File: config.mk
export PLATFORM = sky130hd
export DESIGN_NAME = id_issue_stage
export DESIGN_NICKNAME = d
export VERILOG_FILES = /design/src/rtl/id_pkg.sv /design/src/rtl/id_hazard_unit.sv /design/src/rtl/id_issue_stage.sv
export SDC_FILE = /design/constraint.sdc
export NUM_CORES = 1
export LEC_CHECK = 0
export CORE_ASPECT_RATIO = 1.5
export CORE_MARGIN = 8
export CORE_UTILIZATION = 30
export CTS_CLUSTER_SIZE = 8
export DETAILED_ROUTE_END_ITERATION = 6
export HOLD_SLACK_MARGIN = 0.08
export PLACE_DENSITY = 0.62
export SETUP_SLACK_MARGIN = 0.05
export SLEW_MARGIN = 20
export SYNTH_ARGS = -nofsm -noshare
export SYNTH_HDL_FRONTEND = slang
export SYNTH_SLANG_ARGS = --single-unit
File: constraint.sdc
create_clock -name clk -period 4.5 [get_ports clk]
set_clock_uncertainty 0.2 [all_clocks]
set_input_delay 0.675 -clock clk [delete_from_list [all_inputs] [get_ports clk]]
set_output_delay 0.675 -clock clk [all_outputs]
set_load 0.05 [all_outputs]
File: src/rtl/id_pkg.sv
// rtl/id_pkg.sv - Shared constants for the ID/issue stage: forwarding selects, control bit positions, field ranges.
package id_pkg;

  localparam logic [1:0] FWD_RF  = 2'b00;
  localparam logic [1:0] FWD_EXE = 2'b01;
  localparam logic [1:0] FWD_MEM = 2'b10;
  localparam logic [1:0] FWD_LD  = 2'b11;

  // ctl = {wreg, sld, wmem, regrt, aluimm, sext, shift}
  localparam int CTL_W      = 7;
  localparam int CTL_WREG   = 6;
  localparam int CTL_SLD    = 5;
  localparam int CTL_WMEM   = 4;
  localparam int CTL_REGRT  = 3;
  localparam int CTL_ALUIMM = 2;
  localparam int CTL_SEXT   = 1;
  localparam int CTL_SHIFT  = 0;

  localparam int OP_HI  = 31;
  localparam int OP_LO  = 26;
  localparam int JT_HI  = 25;
  localparam int RD_LO  = 10;
  localparam int IMM_LO = 10;
  localparam int RS_LO  = 5;
  localparam int RT_LO  = 0;

endpackage

File: src/rtl/id_hazard_unit.sv
// rtl/id_hazard_unit.sv - Combinational source/producer compare giving forwarding selects and load-use stall.
module id_hazard_unit
  import id_pkg::*;
#(
  parameter int RAW = 5
) (
  input  logic [RAW-1:0] rs,
  input  logic [RAW-1:0] rt,
  input  logic           use_a,
  input  logic           use_b,
  input  logic           p1_valid,
  input  logic [RAW-1:0] p1_rn,
  input  logic           p1_ld,
  input  logic           p2_valid,
  input  logic [RAW-1:0] p2_rn,
  input  logic           p2_ld,
  output logic [1:0]     a_ctrl,
  output logic [1:0]     b_ctrl,
  output logic           stall
);

  logic a_p1, a_p2, b_p1, b_p2;

  assign a_p1 = use_a & p1_valid & (p1_rn == rs);
  assign a_p2 = use_a & p2_valid & (p2_rn == rs);
  assign b_p1 = use_b & p1_valid & (p1_rn == rt);
  assign b_p2 = use_b & p2_valid & (p2_rn == rt);

  // A P1 load match stalls, so its select value is never captured.
  always_comb begin
    a_ctrl = FWD_RF;
    b_ctrl = FWD_RF;
    if (a_p1 && !p1_ld) a_ctrl = FWD_EXE;
    else if (a_p2)      a_ctrl = p2_ld ? FWD_LD : FWD_MEM;
    if (b_p1 && !p1_ld) b_ctrl = FWD_EXE;
    else if (b_p2)      b_ctrl = p2_ld ? FWD_LD : FWD_MEM;
  end

  assign stall = p1_ld & (a_p1 | b_p1);

endmodule

File: src/rtl/id_issue_stage.sv
// rtl/id_issue_stage.sv - Decode/issue stage with scoreboard forwarding, ID/EXE register; optional ID_WB_BYPASS_EN.
module id_issue_stage
  import id_pkg::*;
#(
  parameter int XLEN = 32,
  parameter int RAW  = 5,
  parameter int IMMW = 16
) (
  input  logic            clk,
  input  logic            clrn,
  input  logic            in_valid,
  output logic            in_ready,
  input  logic [XLEN-1:0] pc4,
  input  logic [31:0]     inst,
  input  logic [XLEN-1:0] qa,
  input  logic [XLEN-1:0] qb,
  input  logic [6:0]      ctl,
  input  logic [2:0]      aluop_in,
  input  logic            flush,
  input  logic            wb_wreg,
  input  logic [RAW-1:0]  wb_rn,
  input  logic [XLEN-1:0] wb_data,
  output logic            out_valid,
  input  logic            out_ready,
  output logic [XLEN-1:0] a,
  output logic [XLEN-1:0] b,
  output logic [XLEN-1:0] imm,
  output logic [XLEN-1:0] bpc,
  output logic [XLEN-1:0] jpc,
  output logic [1:0]      a_ctrl,
  output logic [1:0]      b_ctrl,
  output logic [RAW-1:0]  rd_out,
  output logic            wreg,
  output logic            sld,
  output logic            wmem,
  output logic [2:0]      aluop,
  output logic            stall
);

  logic [5:0]      op;
  logic [RAW-1:0]  rs, rt, rd, dest;
  logic            c_wmem, c_regrt, c_aluimm, c_sext, c_shift;
  logic            use_a, use_b, capture;
  logic [XLEN-1:0] imm_nxt, bpc_nxt, jpc_nxt, a_nxt, b_nxt;
  logic [1:0]      a_sel, b_sel;
  logic            sb_valid, sb_ld;
  logic [RAW-1:0]  sb_rn;
  logic            unused_ok;

  assign op   = inst[OP_HI:OP_LO];
  assign rs   = inst[RS_LO +: RAW];
  assign rt   = inst[RT_LO +: RAW];
  assign rd   = inst[RD_LO +: RAW];

  assign c_wmem   = ctl[CTL_WMEM];
  assign c_regrt  = ctl[CTL_REGRT];
  assign c_aluimm = ctl[CTL_ALUIMM];
  assign c_sext   = ctl[CTL_SEXT];
  assign c_shift  = ctl[CTL_SHIFT];
  assign dest     = c_regrt ? rt : rd;

  assign imm_nxt = {{(XLEN-IMMW){c_sext & inst[IMMW+IMM_LO-1]}}, inst[IMMW+IMM_LO-1:IMM_LO]};
  assign bpc_nxt = pc4 + (imm_nxt << 2);
  assign jpc_nxt = {pc4[XLEN-1:28], inst[JT_HI:0], 2'b00};

  // Stores read rt as data even with an immediate ALU operand.
  assign use_a = ~c_shift & (rs != '0);
  assign use_b = ~(c_aluimm & ~c_wmem) & (rt != '0);

  id_hazard_unit #(.RAW(RAW)) u_hazard (
    .rs       (rs),
    .rt       (rt),
    .use_a    (use_a),
    .use_b    (use_b),
    .p1_valid (out_valid & wreg),
    .p1_rn    (rd_out),
    .p1_ld    (sld),
    .p2_valid (sb_valid),
    .p2_rn    (sb_rn),
    .p2_ld    (sb_ld),
    .a_ctrl   (a_sel),
    .b_ctrl   (b_sel),
    .stall    (stall)
  );

`ifdef ID_WB_BYPASS_EN
  assign a_nxt = (wb_wreg && (wb_rn != '0) && (wb_rn == rs)) ? wb_data : qa;
  assign b_nxt = (wb_wreg && (wb_rn != '0) && (wb_rn == rt)) ? wb_data : qb;
  assign unused_ok = ^{op};
`else
  assign a_nxt = qa;
  assign b_nxt = qb;
  assign unused_ok = ^{op, wb_wreg, wb_rn, wb_data};
`endif

  assign in_ready = (~out_valid | out_ready) & ~stall & ~flush;
  assign capture  = in_valid & in_ready;

  always_ff @(posedge clk or negedge clrn) begin
    if (!clrn) begin
      out_valid <= 1'b0;
      a         <= '0;
      b         <= '0;
      imm       <= '0;
      bpc       <= '0;
      jpc       <= '0;
      a_ctrl    <= FWD_RF;
      b_ctrl    <= FWD_RF;
      rd_out    <= '0;
      wreg      <= 1'b0;
      sld       <= 1'b0;
      wmem      <= 1'b0;
      aluop     <= '0;
      sb_valid  <= 1'b0;
      sb_rn     <= '0;
      sb_ld     <= 1'b0;
    end else begin
      if (flush) begin
        out_valid <= 1'b0;
      end else if (capture) begin
        out_valid <= 1'b1;
        a         <= a_nxt;
        b         <= b_nxt;
        imm       <= imm_nxt;
        bpc       <= bpc_nxt;
        jpc       <= jpc_nxt;
        a_ctrl    <= a_sel;
        b_ctrl    <= b_sel;
        rd_out    <= dest;
        wreg      <= ctl[CTL_WREG];
        sld       <= ctl[CTL_SLD];
        wmem      <= c_wmem;
        aluop     <= aluop_in;
      end else if (out_ready) begin
        out_valid <= 1'b0;
      end
      // sb0 tracks whatever EXE accepted on this edge.
      if (out_ready) begin
        sb_valid <= out_valid & wreg;
        sb_rn    <= rd_out;
        sb_ld    <= sld;
      end
    end
  end

endmodule

Yosys cells after proc, flatten, opt, wreduce, memory -nomap -nowiden
Cells that the tools add are included.
{"block": "totals", "regBits": 166, "wordCells": 62, "out_inout_bits": 178, "in_bits": 181}
{"block": "op_classes", "bitwise": 25, "addsub": 1, "n_reduce_logical": 7, "n_mux": 9, "eq_ne": 4}
{"cell": "$add A32 B32 Y32", "n": 1}
{"cell": "$eq A5 B5 Y1", "n": 4}
{"cell": "$and A1 B1 Y1", "n": 17}
{"cell": "$reduce_bool A5 Y1", "n": 2}
{"cell": "$mux W2", "n": 4}
{"cell": "$not A1 Y1", "n": 6}
{"cell": "$mux W5", "n": 1}
{"cell": "$mux W1", "n": 4}
{"cell": "$reduce_bool A3 Y1", "n": 1}
{"cell": "$logic_and A1 B1 Y1", "n": 2}
{"cell": "$or A1 B1 Y1", "n": 2}
{"cell": "$reduce_and A2 Y1", "n": 1}
{"cell": "$logic_not A1 Y1", "n": 1}

Logic depth before layout (Yosys ltp)
{"block": "logic_depth", "word_depth": 14, "depth_mapped": 10, "depth_no_buf": 10}

Modules after synthesis
Synthesis repeated with hierarchy kept, for this count alone.
{"block": "hier_totals", "hier_cells": 944, "area_unflattened_um2": 8087.8}
{"mod": "id_issue_stage", "area_each_um2": 7785.0, "seq_area_each_um2": 3753.6, "instances": 1, "cells_each": 903}
{"mod": "id_hazard_unit", "area_each_um2": 302.8, "seq_area_each_um2": 0.0, "instances": 1, "cells_each": 41}

Least setup slack after synthesis
OpenSTA, ideal clock, no wires.
{"block": "synth_path", "kind": "input-to-output", "from": "input port inst[1]", "to": "output port in_ready", "slack_ps": 692, "t_required_ps": 3625, "arrival_time_ps": 2933, "cell_stages": 5, "path_cell_list": "or4_1 o22ai_2 nand4b_1 a21boi_2 nor3b_1"}
{"block": "synth_via", "elab_chain_len": 9, "word_cells_on_any_way": 10}
{"element": "start, declared", "line_no": "id_issue_stage.sv:14", "text": "input logic [31:0] inst,"}
{"element": "$reduce_bool A5 Y1", "line_no": "id_issue_stage.sv:68", "text": "assign use_b = ~(c_aluimm & ~c_wmem) & (rt != '0);"}
{"element": "$and A1 B1 Y1", "line_no": "id_issue_stage.sv:68"}
{"element": "$and A1 B1 Y1", "line_no": "id_hazard_unit.sv:26", "text": "assign b_p1 = use_b & p1_valid & (p1_rn == rt);"}
{"element": "$and A1 B1 Y1 *", "line_no": "id_hazard_unit.sv:26"}
{"element": "$or A1 B1 Y1 *", "line_no": "id_hazard_unit.sv:39", "text": "assign stall = p1_ld & (a_p1 | b_p1);"}
{"element": "$and A1 B1 Y1 *", "line_no": "id_hazard_unit.sv:39"}
{"element": "via stall", "line_no": "id_issue_stage.sv:37", "text": "output logic stall"}
{"element": "$not A1 Y1 *", "line_no": "id_issue_stage.sv:96", "text": "assign in_ready = (~out_valid | out_ready) & ~stall & ~flush;"}
{"element": "$and A1 B1 Y1 * (2 in series)", "line_no": "id_issue_stage.sv:96"}
{"element": "end, declared", "line_no": "id_issue_stage.sv:12", "text": "output logic in_ready,"}
The timed path passes the listed nets; every way through them passes the cells marked *.

Worst setup path in the final report
{"block": "layout_path", "from": "input port inst[0]", "to": "output port stall"}
{"block": "layout_via", "elab_chain_len": 6, "word_cells_on_any_way": 7}
{"element": "$reduce_bool A5 Y1", "line_no": "id_issue_stage.sv:68"}
{"element": "$and A1 B1 Y1", "line_no": "id_issue_stage.sv:68"}
{"element": "$and A1 B1 Y1", "line_no": "id_hazard_unit.sv:26"}
{"element": "$and A1 B1 Y1 *", "line_no": "id_hazard_unit.sv:26"}
{"element": "$or A1 B1 Y1 *", "line_no": "id_hazard_unit.sv:39"}
{"element": "$and A1 B1 Y1 *", "line_no": "id_hazard_unit.sv:39"}
{"element": "end, declared", "line_no": "id_issue_stage.sv:37"}
Every way passes the cells marked *; elsewhere a longest branch is shown, timed or not.

==> impl_results.md <==
* Run status: finished clean
* Post-synth ARST share at 1.000
* RSZ-0062 raised after global routing: false
* Placed wire-length estimate at 20.33 mm
* Post-cts resize count at 0
* Layout Cell Area excl Fill at 11510 sq um
* CP max stage delay at 890 ps
* Die area at 31100 sq um
* CTS Hold Bufs at 0
* Max Slew Vio Count at 0
* Synthesis-stage register bit count at 150
* Vias in the first global route at 7105
* Clock Root Buffer: clkbuf_16
* DP Cell Count at 1479
* Startpoint types: primary input
* Synth area leader: dfrtp_1
* Final worst path period need at 4118 ps
* Crit path max fanout at 5
* Peak supply drop at 0.0002653 V
* Site row count at 72
* Worst Setup Path Type: primary input to output pin
* Setup bufs post-CTS at 0
* Main synth FF type: dfrtp_1
* CTS max path bufs at 2
* Initial drt markers at 324
* Synth top area cells: dfrtp_1 (49%), nand2_1 (18%), buf_4 (3.6%)
* Congestion Overflow GR at 0
* Reg-to-reg slack, setup at 1590 ps
* Crit path cell chain: clkdlybuf4s50_1 -> xor2_1 -> nor4_1 -> nand4b_1 -> a21boi_2 -> clkdlybuf4s50_1
* Antenna Nets Post-Route at 0
* Core ar. at 25490 sq um
* GPL Wtd Cong at 0.8228
* Fraction of layout cells with a size suffix above 1 at 0.05772
* Max-Cap Viols at 0
* Largest net degree at the start of global routing at 89
* Finish-stage setup viols at 0
* Overall power at 5.131 mW
* Initial antenna violation count at 1
* Slowest CP cell: clkdlybuf4s50_1
* Num ports at 359
* Worst-margin pin slew at 893.0 ps
* Yosys warns at 0
* Post-synth top cells: nand2_1 (365), dfrtp_1 (150), o21ai_0 (49)
* WL per Instance at 17.59 um
* Average instance area after synthesis at 8.625 sq um
* Clk_lat worst skew at 430 ps
* HP Class: primary input to asynchronous set/reset pin
* Crit. End Element: output pin
* Area after DPL at 10960 sq um
* Fin. Hold Viols at 0
* DR vias at 6995
* DRT Pass-1 Iters at 4
* Critical Path RT at 3620 ps
* Netlist cell types at 53
* CTS H-tree depth at 4
* LEAKAGE at 5.240 nW
* Tcrit/Tclk final at 0.9151
* Fmax at 242.8 MHz
* First-pass GRT wire length at 41.01 mm
* Max_slew headroom at 0.4047
* Nets@finish at 1363
* Pre-CTS setup slack at 350.2 ps
* Post-Synthesis Cells at 891
* Most frequent cell after synthesis: nand2_1
* Non-filler cells, final at 1512
* Setup TNS Final at 0 ps
* Critical Path AT at 3240 ps
* Drt total wl at 26.59 mm
* Post-synth design cell area at 7685 sq um
* Clk sinks at 150
* Synth-to-Final Area Change at 49.82%
* P per Cell Area at 445.7 nW/um^2
* EDFF count, synth at 0
* CTS clk-pin slew, worst paths at 60 ps
* TritonCTS Buffers at 17
* Initial Util at 0.3014
* CTS tree: done
* DRC at 0
* Min setup slack post-route at 382.1 ps
* Die Wd at 146.7 um
* Post-synth top area share at 0.4884
* Vias per cell at 4.626
* Chip height at 212.0 um
* Crit path top cell by count: clkdlybuf4s50_1
* Sequential fraction of the synthesis area at 0.4884
* GRT Overall Usage at 0.1693
* Port Buffers at 312
==> per-layer routing <==
| metal | part of all wire | vias up | GRT usage |
|---|---|---|---|
| met3 | 0.058 | 36 | 0.04409 |
| met4 | 0.020 | 2 | 0.06346 |
| li1 | - | 3430 | - |
| met1 | 0.39 | 3303 | 0.1828 |
| met5 | 0.00045 | - | 0 |
| met2 | 0.53 | 224 | 0.3106 |
==> state kept, by name (all words and copies together), names as in the netlist <==
signal / cells
wmem: 1
out_valid: 1
sb_rn: 5
b_ctrl: 2
b: 32
aluop: 3
sb_valid: 1
a: 32
bpc: 32
sb_ld: 1
jpc: 14
imm: 17
rd_out: 5
a_ctrl: 2
sld: 1
wreg: 1
==> where the power goes <==
| group | internal [mW] | switching, mW |
|---|---|---|
| Clock | 0.762 | 0.594 |
| Combinational | 0.704 | 1.36 |
| Sequential | 1.57 | 0.145 |
==> layout by cell type, fill, tap and decap left out, types with 6 or more instances in the layout <==
master,netlist,final
a21oi_1,23,23
nor2_1,23,23
nand2_1,365,365
mux2i_1,12,12
mux2_2,10,10
buf_4,37,14
o211ai_1,7,7
clkbuf_16,0,17
clkdlybuf4s50_1,0,310
xnor2_1,21,21
nor4_1,9,9
nand3_1,12,12
ha_1,16,16
dfrtp_1,150,150
nor3_1,8,8
inv_1,8,8
o21ai_0,49,49
nand2b_1,7,7
xor2_1,28,28
a21o_1,6,6
and3_1,7,7
==> critical path: cells and delay by family <==
family / cells / cell delay, ps
XOR/XNOR: 1 / 210
AO/OA/AOI/OAI: 1 / 310
AND/OR/NAND/NOR: 2 / 610
buffers and inverters: 2 / 1430
==> area by class of cell <==
| class | count | area (sq um) |
|---|---|---|
| Tap cell | 333 | 416.7 |
| Clock buffer | 21 | 480.5 |
| Multi-Input combinational cell | 659 | 3458 |
| Clock inverter | 11 | 72.57 |
| Fill cell | 2506 | 13980 |
| Inverter | 8 | 30.03 |
| Antenna cell | 1 | 2.502 |
| Sequential cell | 150 | 3754 |
| Timing Repair Buffer | 329 | 3299 |
==> cell families (layout without fill, tap and decap cells) <==
family / count (synthesis) / count (layout) / share of synthesized area
flops: 150 / 150 / 0.4884
mux: 22 / 22 / 0.03028
buf+inv: 83 / 369 / 0.06301
fa+ha+maj: 17 / 17 / 0.02866
compound gates: 111 / 111 / 0.08808
other cells: 1 / 3 / 0.0004880
xor+xnor: 49 / 49 / 0.05585
simple gates: 458 / 458 / 0.2452
==> worst paths after layout <==
kind                       startpoint  endpoint  cells past startpoint
max in group asynchronous        clrn     a[18]                      2
hold reg to reg                  a[7]      a[7]                      2
hold / removal                   clrn    imm[9]                      1
min in group clk                 a[7]      a[7]                      2
setup reg to reg            rd_out[0]   bpc[29]                      8
setup / recovery              inst[0]     stall                      6
==> through the flow <==
step             util  hold slack, ps
5_1_grt        0.4515           178.5
3_3_place_gp   0.4298           256.3
2_1_floorplan       -           179.4
6_report       0.4516           117.3
4_1_cts        0.4515           145.7
3_5_place_dp   0.4298           260.7
(Power assumes the default switching activity.)
